### src/rtl/nf10_axis_memcached_pkg.sv
// Shared types and helpers for the memcached stream transmitter.
//   state_t     : FSM encoding (IDLE, STREAM, FIN)
//   beat_t      : one output beat {tdata, last, strb} held in the prefetch FIFO
//   last_strb   : TSTRB of the final beat from the byte-length residue
//   ceil_words  : number of 64-bit words covering a byte length
package nf10_axis_memcached_pkg;

  localparam int unsigned BEAT_BYTES = 8;

  typedef enum logic [1:0] {
    ST_IDLE   = 2'd0,
    ST_STREAM = 2'd1,
    ST_FIN    = 2'd2
  } state_t;

  typedef struct packed {
    logic [63:0] data;
    logic        last;
    logic [7:0]  strb;
  } beat_t;

  // Residue 0 means the last word is full.
  function automatic logic [7:0] last_strb(input logic [2:0] res);
    logic [8:0] mask;
    mask = (9'd1 << res) - 9'd1;
    return (res == 3'd0) ? 8'hFF : mask[7:0];
  endfunction

  function automatic int unsigned ceil_words(input int unsigned len);
    return (len + BEAT_BYTES - 1) / BEAT_BYTES;
  endfunction

endpackage

### src/rtl/nf10_axis_memcached_txfifo2.sv
// Two-entry fall-through FIFO of output beats. Entry 0 is always the head,
// so the head is driven straight from a register.
//   clk, rst      : clock, synchronous active-high reset
//   push, din     : write strobe and beat (never asserted when full)
//   pop           : read strobe (never asserted when empty)
//   head, count   : current head entry and occupancy (0..2)
module nf10_axis_memcached_txfifo2
  import nf10_axis_memcached_pkg::*;
(
  input  logic       clk,
  input  logic       rst,
  input  logic       push,
  input  beat_t      din,
  input  logic       pop,
  output beat_t      head,
  output logic [1:0] count
);

  beat_t      e0, e1;
  logic [1:0] cnt;

  // Shift-register storage: a pop moves entry 1 down into entry 0.
  always_ff @(posedge clk) begin
    if (rst) begin
      e0  <= '0;
      e1  <= '0;
      cnt <= 2'd0;
    end else begin
      unique case ({push, pop})
        2'b10: begin
          if (cnt == 2'd0) e0 <= din;
          else             e1 <= din;
          cnt <= cnt + 2'd1;
        end
        2'b01: begin
          e0  <= e1;
          cnt <= cnt - 2'd1;
        end
        2'b11: begin
          if (cnt == 2'd2) begin
            e0 <= e1;
            e1 <= din;
          end else begin
            e0 <= din;
          end
        end
        default: ;
      endcase
    end
  end

  assign head  = e0;
  assign count = cnt;

endmodule

### src/rtl/nf10_axis_memcached_streamtx.sv
// Transmit-side reader of the memcached 64-bit stream buffer. A start command
// reads ceil(len/8) words from address 0 upward and emits them as an
// AXI4-Stream packet, prefetching through a 2-entry FIFO to hide the buffer's
// one-cycle read latency.
//   ACLK, ARESET            : clock, synchronous active-high reset
//   start_*                 : start command (len in bytes, sideband tuser)
//   busy, done              : packet in progress / one-cycle completion pulse
//   rd64_addr, rd64_data    : buffer read port (data one clock after address)
//   M_AXIS_*                : 64-bit AXI4-Stream master
module nf10_axis_memcached_streamtx
  import nf10_axis_memcached_pkg::*;
#(
  parameter int unsigned WC_MAX      = 190,
  parameter int unsigned WC_WIDTH    = 8,
  parameter int unsigned LEN_WIDTH   = 11,
  parameter int unsigned TUSER_WIDTH = 128
) (
  input  logic                   ACLK,
  input  logic                   ARESET,
  input  logic                   start_valid,
  output logic                   start_ready,
  input  logic [LEN_WIDTH-1:0]   start_len,
  input  logic [TUSER_WIDTH-1:0] start_tuser,
  output logic                   busy,
  output logic                   done,
  output logic [WC_WIDTH-1:0]    rd64_addr,
  input  logic [63:0]            rd64_data,
  output logic [63:0]            M_AXIS_TDATA,
  output logic [7:0]             M_AXIS_TSTRB,
  output logic [TUSER_WIDTH-1:0] M_AXIS_TUSER,
  output logic                   M_AXIS_TLAST,
  output logic                   M_AXIS_TVALID,
  input  logic                   M_AXIS_TREADY
);

  localparam int unsigned CNT_W     = WC_WIDTH + 1;
  localparam int unsigned MAX_BYTES = WC_MAX * BEAT_BYTES;

  state_t                 state, state_nxt;
  logic [CNT_W-1:0]       rd_ptr, words;
  logic [2:0]             res_q;
  logic [TUSER_WIDTH-1:0] tuser_q;
  logic                   inflight, inflight_last;
  logic [WC_WIDTH-1:0]    addr_q;
  logic                   done_q;

  logic [LEN_WIDTH-1:0]   len_clamped;
  logic                   start_fire, tvalid, pop, issue, issue_last;
  logic [2:0]             occ;
  beat_t                  push_beat, head;
  logic [1:0]             fifo_cnt;

  assign start_fire  = (state == ST_IDLE) && start_valid;
  assign len_clamped = (32'(start_len) > MAX_BYTES) ? LEN_WIDTH'(MAX_BYTES) : start_len;

  assign tvalid = (fifo_cnt != 2'd0);
  assign pop    = tvalid && M_AXIS_TREADY;

  // Occupancy counts the slot freed by this cycle's pop, which is what lets
  // the stream sustain one beat per clock with a read always in flight.
  assign occ        = 3'(fifo_cnt) + 3'(inflight) - 3'(pop);
  assign issue      = (state == ST_STREAM) && (rd_ptr < words) && (occ < 3'd2);
  assign issue_last = (rd_ptr == words - CNT_W'(1));
  assign rd64_addr  = issue ? WC_WIDTH'(rd_ptr) : addr_q;

  // Data returned this cycle belongs to the read issued last cycle.
  always_comb begin
    push_beat.data = rd64_data;
    push_beat.last = inflight_last;
    push_beat.strb = inflight_last ? last_strb(res_q) : 8'hFF;
  end

  nf10_axis_memcached_txfifo2 u_fifo (
    .clk   (ACLK),
    .rst   (ARESET),
    .push  (inflight),
    .din   (push_beat),
    .pop   (pop),
    .head  (head),
    .count (fifo_cnt)
  );

  // FSM state register.
  always_ff @(posedge ACLK) begin
    if (ARESET) state <= ST_IDLE;
    else        state <= state_nxt;
  end

  // FSM next-state logic.
  always_comb begin
    state_nxt = state;
    unique case (state)
      ST_IDLE:   if (start_valid) state_nxt = (start_len == '0) ? ST_FIN : ST_STREAM;
      ST_STREAM: if (pop && head.last) state_nxt = ST_FIN;
      ST_FIN:    state_nxt = ST_IDLE;
      default:   state_nxt = ST_IDLE;
    endcase
  end

  // FSM and stream outputs.
  always_comb begin
    start_ready   = (state == ST_IDLE);
    busy          = (state != ST_IDLE);
    done          = done_q;
    M_AXIS_TVALID = tvalid;
    M_AXIS_TDATA  = head.data;
    M_AXIS_TLAST  = tvalid && head.last;
    M_AXIS_TSTRB  = tvalid ? head.strb : 8'h00;
    M_AXIS_TUSER  = tuser_q;
  end

  // Command latch, read pointer and in-flight tracking.
  always_ff @(posedge ACLK) begin
    if (ARESET) begin
      rd_ptr        <= '0;
      words         <= '0;
      res_q         <= 3'd0;
      tuser_q       <= '0;
      inflight      <= 1'b0;
      inflight_last <= 1'b0;
      addr_q        <= '0;
      done_q        <= 1'b0;
    end else begin
      done_q        <= (state == ST_FIN);
      inflight      <= issue;
      inflight_last <= issue && issue_last;
      if (issue) begin
        addr_q <= WC_WIDTH'(rd_ptr);
        rd_ptr <= rd_ptr + CNT_W'(1);
      end
      if (start_fire) begin
        words   <= CNT_W'(ceil_words(32'(len_clamped)));
        res_q   <= len_clamped[2:0];
        tuser_q <= start_tuser;
        rd_ptr  <= '0;
      end
    end
  end

endmodule

### config.mk
export PLATFORM = sky130hd
export DESIGN_NAME = nf10_axis_memcached_streamtx
export DESIGN_NICKNAME = d
export VERILOG_FILES = /design/src/rtl/nf10_axis_memcached_pkg.sv /design/src/rtl/nf10_axis_memcached_txfifo2.sv /design/src/rtl/nf10_axis_memcached_streamtx.sv
export SDC_FILE = /design/constraint.sdc
export NUM_CORES = 1
export LEC_CHECK = 0
export CAP_MARGIN = 25
export CORE_MARGIN = 8
export CORE_UTILIZATION = 35
export DETAILED_ROUTE_END_ITERATION = 10
export HOLD_SLACK_MARGIN = 0.15
export SLEW_MARGIN = 20
export SYNTH_ARGS = -nofsm -noshare
export SYNTH_HDL_FRONTEND = slang
export SYNTH_SLANG_ARGS = --single-unit
### constraint.sdc
create_clock -name ACLK -period 7.75 [get_ports ACLK]
set_input_delay 1.55 -clock ACLK [delete_from_list [all_inputs] [get_ports ACLK]]
set_output_delay 1.55 -clock ACLK [all_outputs]
set_load 0.02 [all_outputs]
* Yosys cells after proc, flatten, opt, wreduce, memory -nomap -nowiden
Index checks and enable logic that the tools add are counted.
Operators by class: equal/unequal tests 12, multiply operators 0, multiplexer cells 16, reduce and logical (&&, ||, !) cells 20, div/mod/pow operators 0, shift operators 1, $add $sub $neg 9, bitwise operators 0, order comparisons 3
Operator list (number):
- $mux W73 | 4
- $pmux W73 S3 | 1
- $pmux W73 S2 | 1
- $mux W8 | 4
- $add A11 B4 Y12 const B | 1
- $sub A12 B1 Y12 const B | 1
- $gt A11 B11 Y1 const B | 1
- $logic_not A11 Y1 | 1
- $mux W11 | 1
- $add A9 B1 Y9 const B | 1
- $eq A9 B9 Y1 | 1
- $lt A9 B9 Y1 | 1
- $sub A9 B1 Y9 const B | 1
- $eq A2 B2 Y1 const B | 4
- $pmux W2 S2 | 2
- $reduce_bool A2 Y1 | 4
- $shl A1 B3 Y8 const A | 1
- $sub A8 B1 Y8 const B | 1
- $logic_and A1 B1 Y1 | 7
- $mux W2 | 3
- $ne A2 B1 Y1 const B | 3
- $eq A2 B1 Y1 const B | 2
- $logic_not A2 Y1 | 2
- $ne A2 B2 Y1 const B | 2
- 10 further kinds | 11
Storage, ports and cells: memories kept 0, bits in latches 0, RAM bits 0, register bits 310, ROM bits 0

* Depth between registers and ports, before layout
Gate-level depths: netlist of run 1.
depth in word-level cells 6, gate-level depth with buffers 14

* Modules after synthesis
From an unflattened synthesis of run 1, not the netlist that was laid out.
Second synthesis, totals: cell total of the unflattened synthesis 1627, area, all modules 13399.1 µm²
By module, submodules not included:
- nf10_axis_memcached_txfifo2 | cells an instance 801, area an instance 6911.6 µm², sequential area each 2962.8 µm², instances 1
- nf10_axis_memcached_streamtx | cells an instance 826, area an instance 6487.5 µm², sequential area each 3243.1 µm², instances 1

* Least setup slack after synthesis of run 1
No wires, ideal clock.
path type input -> output, from input port M_AXIS_TREADY, to output port rd64_addr[0], arrival 3.591 ns, setup slack 2.609 ns, cell stages on the path 11, buffers on the path 2, cell sequence nand2_1 > inv_2 > ha_1 > nor2_1 > fa_1 > nor3_1 > and3_1 > clkbuf_1 > clkbuf_1 > nand3_1 > nand2_1
On the way: word-level cells in the longest chain between the ends 5
RTL lines:
- from (decl) | line nf10_axis_memcached_streamtx.sv:33 | input logic M_AXIS_TREADY
- $logic_and A1 B1 Y1 | line nf10_axis_memcached_streamtx.sv:57 | assign pop = tvalid && M_AXIS_TREADY;
- $sub A3 B1 Y3 | line nf10_axis_memcached_streamtx.sv:61 | assign occ = 3'(fifo_cnt) + 3'(inflight) - 3'(pop);
- $lt A3 B2 Y1 | line nf10_axis_memcached_streamtx.sv:62 | assign issue = (state == ST_STREAM) && (rd_ptr < words) && (occ < 3'd2);
- $logic_and A1 B1 Y1 | line nf10_axis_memcached_streamtx.sv:62
- $mux W8
- to (decl) | line nf10_axis_memcached_streamtx.sv:26 | output logic [WC_WIDTH-1:0] rd64_addr,
Every way passes these cells.

* Worst setup path after layout of run 1
from input port M_AXIS_TREADY, to output port rd64_addr[2]
The elaborated chain is that of the path after synthesis.

==> impl_results.md, run 1 <==
* Number of global-route vias before repair at 10500
* Setup violators final at 0
* Initial DRC Count at 533
* Clock slew at reported path FFs at 0.05 ns
* Worst vdd ir at 0.130 mV
* TritonCTS clock tree: yes
* Synth area leader: dfxtp_1
* Final nets at 1820
* Average wire per standard cell at 19.9 um
* Clock skew at 0.0117 ns
* H-tree Lvls at 2
* Synth top area share at 0.515
* CTS buffer count at 36
* Die Y-Extent at 202 um
* Fin crit share at 0.849
* Total I/O pin count at 420
* Worst skew pair latency at 0.50 ns
* Predominant post-synthesis flop cell: dfxtp_1
* Number of enable flip-flop cells after synthesis at 0
* Critical path fanouts, max at 21
* Core area at 34200 um2
* Max-slew violations at 0
* Die Width at 202 um
* Via count at 10700
* Max Cap Viol at 0
* Commonest non-fill, non-tap cells in the layout: clkdlybuf4s50_1, dfxtp_1, nand2_1, a22o_1, nor2_1
* Post-CTS Setup Inserts at 0
* Slew headroom at 0.309
* Global route overflow at 0
* Bufs on Longest Clock Path at 3
* Worst-path cell chain: clkdlybuf4s50_1 -> nand2_1 -> inv_2 -> ha_1 -> nor2_1 -> fa_1 -> nor3_1 -> nand3_1 -> o21ai_0 -> nand2_1 -> clkdlybuf4s50_1
* RSZ-0062 raised after global routing: false
* Initial Util at 0.353
* Cells after Synth at 1301
* ANT nets after route at 0
* Syn_area_per_cell at 9.27 um2
* Area Overhead vs Synth at 42.1%
* Placer Congestion at 0.809
* Startpoint Class: input port
* Worst Tran Pin Value at 1.04 ns
* Vias/cell at 5.14
* Cell Area, Synth at 12100 um2
* # rows at 68
* Distinct cell type count after synthesis at 53
* Clock sink count at 310
* Area occupied by multi-input gates at 4910 um2
* Critical Path AT at 5.03 ns
* Clock root cell: clkbuf_16
* DR DRC count at 0
* Worst path max stage delay at 0.57 ns
* Number of synthesized register bits at 310
* Tightest Hold Check Type: register to register
* Max frequency at 0.152 GHz
* Synth area leaders: dfxtp_1, a22o_1, a221oi_1
* Port Buffers at 419
* Setup TNS Final at 0 ns
* Post-cts sizing count at 0
* Die ar. at 40700 um2
* Leading cell type in the layout, fill and taps excluded: clkdlybuf4s50_1
* Syn Nets at 1524
* Pin count of the biggest net entering global routing at 97
* Critical Path RT at 6.20 ns
* Setup crit end kind: output port
* First-pass GRT wire length at 62600 um
* Yosys Warn Count at 0
* Min Tclk post-route at 6.58 ns
* Slowest-stage cell, CP: nand3_1
* Post-synth ARST share at 0
* Total wire length at 41300 um
* Status: complete, no violations
* DP HPWL at 28700 um
* # fillers at 3156
* Tot GR Track Use at 0.190
* Hold Vio Cnt, Final at 0
* Critical setup path kind: input port to output port
* Hold slack at 0.453 ns
* Leak at 0.00613 uW
* Sequential element share of the synthesized area at 0.515
* Seq. cell area at 6210 um2
* PwrDens at 279 nW/um2
* Design Power at 4780 uW
* Hold buffer count at cts at 0
* 1st-pass router iterations at 5
* Initial antenna violation count at 4
* Fraction of layout cells with a size suffix above 1 at 0.0489
==> metrics by stage <==
| step | cells | util | setup slack, ns | instance area [um2] |
|---|---|---|---|---|
| after detailed placement | 2014 | 0.469 | 1.24 | 16000 |
| after global placement | 2014 | 0.469 | 1.32 | 16000 |
| after CTS | 2072 | 0.501 | 1.19 | 17100 |
| final | 2075 | 0.501 | 1.17 | 17100 |
| after global routing | 2075 | 0.501 | 0.842 | 17100 |
| after floorplan | 1301 | - | 2.61 | 12100 |
==> synth_stat cells (3+ instances only) <==
cell type  instances
a21oi_1           92
a221oi_1          71
a22o_1           136
a311oi_1           3
a31oi_1            5
and2_1            11
buf_2             24
buf_4             64
clkbuf_1          84
dfxtp_1          310
ha_1              15
inv_1             17
inv_2              3
nand2_1          158
nand2b_1           6
nand3_1           20
nand4_1            4
nor2_1            99
nor3_1            86
nor4_1             3
o21ai_0           17
o21ai_1            7
o31ai_1            6
or3_1              3
or4_1              5
xnor2_1           13
xor2_1             6
==> layout make-up <==
cell class,instances,share of cell area
sequential,310,0.362
multi-input combinational,798,0.287
timing repair buffer,431,0.250
clock buffer,57,0.0631
tap,455,0.0332
inverter,20,0.00438
antenna,3,0.000438
clock inverter,1,0.000292
==> cells by family (layout without fill, tap and decap cells) <==
family	count (synthesis)	in the layout	synth area share
simple gates	406	406	0.149
flops	310	310	0.515
mux	2	2	0.00207
xor+xnor	19	19	0.0138
buf+inv	193	509	0.0831
compound gates	355	355	0.221
other cells	0	3	0
fa+ha+maj	16	16	0.0172
==> power by group <==
group	internal [uW]	switching (uW)
registers	1790	113
logic	575	736
clock network	946	624
total	3310	1470
==> registers in the layout, indices dropped and copies added (netlist names) <==
register and cells:
res_q 3, inflight 1, M_AXIS_TUSER 128, state 2
words 9, rd_ptr 9, inflight_last 1, u_fifo.head 73
u_fifo.e1 73, addr_q 8, u_fifo.count 2, done 1
==> critical path, delay by kind of cell <==
kind            cells  cell delay (ns)
buf+inv             3             1.18
fa+ha+maj           2             0.68
compound gates      1             0.46
simple gates        5             1.15
==> path summary, 6_finish.rpt <==
check	startpoint	to	slack, ns	cells past startpoint
worst max-delay path	M_AXIS_TREADY	rd64_addr[2]	1.17	11
worst min-delay path	u_fifo.e1[15]	u_fifo.e1[15]	0.45	2
worst max register to register	u_fifo.count[0]	inflight_last	4.01	11
worst min register to register	u_fifo.e1[15]	u_fifo.e1[15]	0.45	2
==> metal layers <==
metal,part of all wire,GRT usage,routed length (um),vias to the layer above
li1,-,-,-,5190
met1,0.41,0.229,17000,5044
met2,0.48,0.314,19700,380
met3,0.092,0.0732,3790,54
met4,0.019,0.0509,787,2
met5,0.00031,0,13,-
No activity file was read; power rests on OpenSTA's default activity.
==> run 2: changes to the inputs <==
--- a/config.mk
+++ b/config.mk
@@ -10,6 +10,7 @@
 export CORE_UTILIZATION = 35
 export DETAILED_ROUTE_END_ITERATION = 10
 export HOLD_SLACK_MARGIN = 0.15
+export PLACE_DENSITY = 0.67
 export SLEW_MARGIN = 20
 export SYNTH_ARGS = -nofsm -noshare
 export SYNTH_HDL_FRONTEND = slang
==> constraint.sdc (replaced) <==
create_clock -name ACLK -period 6 [get_ports ACLK]
set_input_delay 1.2 -clock ACLK [delete_from_list [all_inputs] [get_ports ACLK]]
set_output_delay 1.2 -clock ACLK [all_outputs]
set_load 0.02 [all_outputs]
==> impl_results.md, run 2 (same netlist as run 1, synthesis figures left out) <==
* Status: complete, no violations
* Post-Layout Cell Count at 2084 (+0.43%)
* Clock slew at reported path FFs at 0.06 ns (about the same)
* Startpoint Class: input port
* Min Tclk post-route at 5.60 ns
* CTS buffer count at 36 (unchanged)
* Area Overhead vs Synth at 45.1%
* 1st-pass router iterations at 5 (unchanged)
* Initial Util at 0.353 (unchanged)
* R2R depth at 11 (unchanged)
* # rows at 68 (unchanged)
* Global route overflow at 0 (unchanged)
* Place WS at 0.431 ns (-0.813 ns)
* Register-to-register setup slack at 2.57 ns (-1.44 ns)
* Worst r2r src: u_fifo.count[0]
* Die Y-Extent at 202 um (unchanged)
* Largest register FFs at 128 (unchanged)
* Tightest Hold Check Type: register to register
* TritonCTS clock tree: yes
* Critical path fanouts, max at 14 (-33%)
* Fraction of layout cells with a size suffix above 1 at 0.0590 (+0.0102)
* Worst skew pair latency at 0.51 ns (about the same)
* Leak at 0.00630 uW (+2.7%)
* Number of global-route vias before repair at 10700 (+1.9%)
* Post-CTS Setup Inserts at 0 (unchanged)
* Critical Path AT at 4.40 ns (-0.63 ns)
* Tot GR Track Use at 0.192 (+0.00185)
* Max frequency at 0.178 GHz
* Hold Startpoint: u_fifo.e1[51]
* Setup TNS Final at 0 ns (unchanged)
* Clock skew at 0.00885 ns (-0.00281 ns)
* Die ar. at 40700 um2 (unchanged)
* Final nets at 1825 (+0.27%)
* RSZ-0062 raised after global routing: false
* DR DRC count at 0 (unchanged)
* Initial DRC Count at 606 (+14%)
* Post-Place Cells at 2018 (+0.20%)
* Max-slew violations at 0 (unchanged)
* Total I/O pin count at 420 (unchanged)
* Critical setup path kind: input port to output port
* ANT nets after route at 0 (unchanged)
* Initial antenna violation count at 4 (unchanged)
* Pin count of the biggest net entering global routing at 140 (+44%)
* Leading cell type in the layout, fill and taps excluded: clkdlybuf4s50_1
* Clock sink count at 310 (unchanged)
* Port Buffers at 419 (unchanged)
* Clock root cell: clkbuf_16
* Hold buffer count at cts at 0 (unchanged)
* Placer Congestion at 0.819 (+1.2%)
* H-tree Lvls at 2 (unchanged)
* DP HPWL at 28900 um (+0.58%)
* Worst Tran Pin Value at 1.04 ns (+0.00497 ns)
* Average wire per standard cell at 19.8 um (-0.74%)
* Final worst slack at 0.396 ns (-0.777 ns)
* Critical Path RT at 4.80 ns (-1.40 ns)
* Worst vdd ir at 0.186 mV (+43%)
* Hold Path End: u_fifo.e1[51]
* Commonest non-fill, non-tap cells in the layout: clkdlybuf4s50_1, dfxtp_1, nand2_1, a22o_1, nor2_1
* Fin crit share at 0.934
* Vias/cell at 5.16 (+0.41%)
* Core area at 34200 um2 (unchanged)
* Hold Crit Depth at 2 (unchanged)
* PwrDens at 377 nW/um2 (+35%)
* Hold Vio Cnt, Final at 0 (unchanged)
* First-pass GRT wire length at 63200 um (+0.96%)
* Reg2reg end: u_fifo.e1[13]
* Slew headroom at 0.303 (-0.00578)
* Max Cap Viol at 0 (unchanged)
* Via count at 10800 (+0.84%)
* Bufs on Longest Clock Path at 3 (unchanged)
* Total wire length at 41200 um (-0.31%)
* Die Width at 202 um (unchanged)
* Setup crit end kind: output port
* Post-cts sizing count at 0 (unchanged)
* Setup violators final at 0 (unchanged)
==> run 2: cell count changes in the layout (fill, tap and decap cells not counted) <==
cell	previous run	this run
buf_12	0	3
buf_16	0	3
buf_4	13	12
bufinv_16	0	7
clkbuf_1	12	3
clkbuf_8	8	11
clkinvlp_4	0	3
o2111ai_1	0	1
o2111ai_2	1	0
==> run 2: area by class of cell <==
type | instances | area, um2
fill | 3134 | 16700
sequential | 310 | 6210
multi-input combinational | 798 | 4900
timing repair buffer | 436 | 4420
clock buffer | 51 | 1090
tap | 455 | 569
clock inverter | 11 | 238
inverter | 20 | 75.1
antenna | 3 | 7.51
==> run 2: where the power goes <==
group | leakage, uW | internal, uW | switching [uW] | total [uW]
clock network | 0.000642 | 1560 | 862 | 2420
registers | 0.00253 | 2310 | 147 | 2460
logic | 0.00313 | 776 | 953 | 1730
==> run 2: per-stage QoR <==
| step | hold WS (ns) | instance area, um2 | util | power (uW) |
|---|---|---|---|---|
| detailed placement | 0.446 | 16200 | 0.472 | 4230 |
| floorplan | 0.430 | 12100 | - | 3590 |
| global placement | 0.441 | 16100 | 0.470 | 4190 |
| global route | 0.467 | 17500 | 0.512 | 6930 |
| finish | 0.452 | 17500 | 0.512 | 6610 |
| CTS | 0.454 | 17500 | 0.511 | 6680 |
==> run 2: worst max path at each step <==
stage                         to  cells after the start          start  slack [ns]
finish              rd64_addr[1]                     11  M_AXIS_TREADY        0.40
global route        rd64_addr[0]                     11  M_AXIS_TREADY        0.19
CTS                 rd64_addr[4]                     11  M_AXIS_TREADY        0.39
detailed placement  rd64_addr[4]                     11  M_AXIS_TREADY        0.43
global placement    rd64_addr[2]                     11  M_AXIS_TREADY        0.48
floorplan           rd64_addr[0]                     11  M_AXIS_TREADY        1.56
==> run 2: layer usage <==
metal,GRT usage,wire length (um),part of all wire
met1,0.227,16700,0.40
met2,0.314,19400,0.47
met3,0.0843,4370,0.11
met4,0.0522,763,0.019
met5,0,13,0.00032
==> run 2: critical path, cell delays in order <==
cell	delay (ns)
clkdlybuf4s50_1	0.46
nand2_1	0.12
inv_2	0.16
ha_1	0.24
nor2_1	0.12
fa_1	0.43
nor3_1	0.22
and3_1	0.55
nand3_1	0.19
nand2_1	0.10
clkdlybuf4s50_1	0.60
==> run 3: changes to the inputs <==
--- a/config.mk
+++ b/config.mk
@@ -11,7 +11,7 @@
 export DETAILED_ROUTE_END_ITERATION = 10
 export HOLD_SLACK_MARGIN = 0.15
 export PLACE_DENSITY = 0.67
-export SLEW_MARGIN = 20
+export SLEW_MARGIN = 15
 export SYNTH_ARGS = -nofsm -noshare
 export SYNTH_HDL_FRONTEND = slang
 export SYNTH_SLANG_ARGS = --single-unit
==> impl_results.md, run 3 (same netlist as run 1, synthesis figures left out) <==
* PwrDens at 364 nW/um2 (-3.6%)
* Placer Congestion at 0.819 (unchanged)
* TritonCTS clock tree: yes
* Initial Util at 0.353 (unchanged)
* Sw Ratio at 0.308 (+0.0108)
* Max frequency at 0.179 GHz (+0.52%)
* Setup violators final at 0 (unchanged)
* Die Y-Extent at 202 um (unchanged)
* # fillers at 3158 (+0.77%)
* Tightest Hold Check Type: register to register
* Internal power at 4360 uW (-6.2%)
* Pin count of the biggest net entering global routing at 140 (unchanged)
* Total wire length at 41300 um (+0.22%)
* First-pass GRT wire length at 63300 um (+0.19%)
* Initial antenna violation count at 7 (+3)
* Critical Path AT at 4.37 ns (-0.03 ns)
* ANT nets after route at 0 (unchanged)
* Psw at 1940 uW (-1.2%)
* Area Overhead vs Synth at 43.5%
* Post-cts sizing count at 0 (unchanged)
* # rows at 68 (unchanged)
* Clock sink count at 310 (unchanged)
* Vias/cell at 5.16 (about the same)
* Tot GR Track Use at 0.193 (+0.000295)
* Critical path fanouts, max at 14 (unchanged)
* Max-slew violations at 0 (unchanged)
* Post-CTS Setup Inserts at 0 (unchanged)
* Die Width at 202 um (unchanged)
* Global route overflow at 0 (unchanged)
* Setup crit end kind: output port
* Place WS at 0.410 ns (-0.0205 ns)
* 1st-pass router iterations at 5 (unchanged)
* Max Cap Viol at 0 (unchanged)
* Sequential Power Share at 0.390 (+0.018)
* Clock group share of total power at 0.336 (-0.031)
* Leading cell type in the layout, fill and taps excluded: clkdlybuf4s50_1
* Bufs on Longest Clock Path at 3 (unchanged)
* Total I/O pin count at 420 (unchanged)
* Leak at 0.00621 uW (-1.5%)
* Initial DRC Count at 583 (-3.8%)
* Largest register FFs at 128 (unchanged)
* H-tree Lvls at 2 (unchanged)
* Hold buffer count at cts at 0 (unchanged)
* Final nets at 1824 (-0.055%)
* Clock root cell: clkbuf_16
* Slew headroom at 0.320 (+0.0172)
* DR DRC count at 0 (unchanged)
* CTS buffer count at 36 (unchanged)
* Post-Place Cells at 2018 (unchanged)
* Core area at 34200 um2 (unchanged)
* Number of global-route vias before repair at 10800 (+1.2%)
* Hold Vio Cnt, Final at 0 (unchanged)
* Worst vdd ir at 0.252 mV (+35%)
* Critical setup path kind: input port to output port
* Status: complete, no violations
* Post-Layout Cell Count at 2084 (unchanged)
* Min Tclk post-route at 5.57 ns (-0.0289 ns)
* Average wire per standard cell at 19.8 um (+0.22%)
* Worst skew pair latency at 0.50 ns (about the same)
* Clock slew at reported path FFs at 0.06 ns (about the same)
* Critical Path RT at 4.80 ns (about the same)
* RSZ-0062 raised after global routing: false
* Final worst slack at 0.425 ns (+0.0289 ns)
* Fraction of layout cells with a size suffix above 1 at 0.0548 (-0.00420)
* Fin crit share at 0.929 (-0.00481)
* DP HPWL at 28900 um (about the same)
* Via count at 10800 (-0.037%)
* Die ar. at 40700 um2 (unchanged)
* Worst Tran Pin Value at 1.02 ns (-0.0222 ns)
* Clock skew at 0.0114 ns (+0.00252 ns)
* Commonest non-fill, non-tap cells in the layout: clkdlybuf4s50_1, dfxtp_1, nand2_1, a22o_1, nor2_1
* Port Buffers at 419 (unchanged)
* Startpoint Class: input port
* Comb power frac at 0.273 (+0.011)
* Setup TNS Final at 0 ns (unchanged)
run 3: path summary, 6_finish.rpt:
check / to / start / depth (start not counted) / slack [ns]
hold / removal: u_fifo.e1[51] / u_fifo.e1[51] / 2 / 0.45
hold reg to reg: u_fifo.e1[51] / u_fifo.e1[51] / 2 / 0.45
setup / recovery: rd64_addr[4] / M_AXIS_TREADY / 11 / 0.43
setup reg to reg: u_fifo.e1[13] / u_fifo.count[0] / 11 / 2.61
run 3: power by group through the flow:
stage | clock [uW] | sequential [uW] | combinational, uW
global placement | 0 | 2490 | 1690
finish | 2120 | 2460 | 1720
CTS | 2190 | 2460 | 1740
detailed placement | 0 | 2500 | 1740
global route | 2280 | 2490 | 1870
floorplan | 0 | 2530 | 1060
run 3: area by class of cell:
| cell class | count | area [um2] | share of cell area |
|---|---|---|---|
| Multi-Input combinational cell | 798 | 4900 | 0.283 |
| Tap cell | 455 | 569 | 0.0329 |
| Inverter | 20 | 75.1 | 0.00434 |
| Clock buffer | 53 | 1080 | 0.0622 |
| Sequential cell | 310 | 6210 | 0.359 |
| Timing Repair Buffer | 435 | 4400 | 0.254 |
| Clock inverter | 7 | 67.6 | 0.00390 |
| Antenna cell | 6 | 15.0 | 0.000867 |
run 3: per-layer routing:
metal / GRT usage / up-vias / share of wire
li1: - / 5200 / -
met1: 0.225 / 5125 / 0.40
met2: 0.312 / 381 / 0.47
met3: 0.0867 / 46 / 0.10
met4: 0.0610 / 4 / 0.021
met5: 0 / - / 0.00056
run 3: per-stage QoR:
| step | power, uW | utilization | hold slack [ns] | instance area (um2) |
|---|---|---|---|---|
| after floorplan | 3590 | - | 0.430 | 12100 |
| after global placement | 4190 | 0.470 | 0.441 | 16100 |
| after detailed placement | 4230 | 0.472 | 0.447 | 16200 |
| after CTS | 6390 | 0.506 | 0.455 | 17300 |
| after global routing | 6640 | 0.506 | 0.467 | 17300 |
| final | 6300 | 0.506 | 0.452 | 17300 |
run 3: worst max-delay path, stage by stage:
cell and delay, ns:
clkdlybuf4s50_1 0.46, nand2_1 0.13, inv_2 0.16, ha_1 0.24, nor2_1 0.12, fa_1 0.43, nor3_1 0.21, and3_1 0.52
nand3_1 0.19, nand2_1 0.10, clkdlybuf4s50_1 0.61
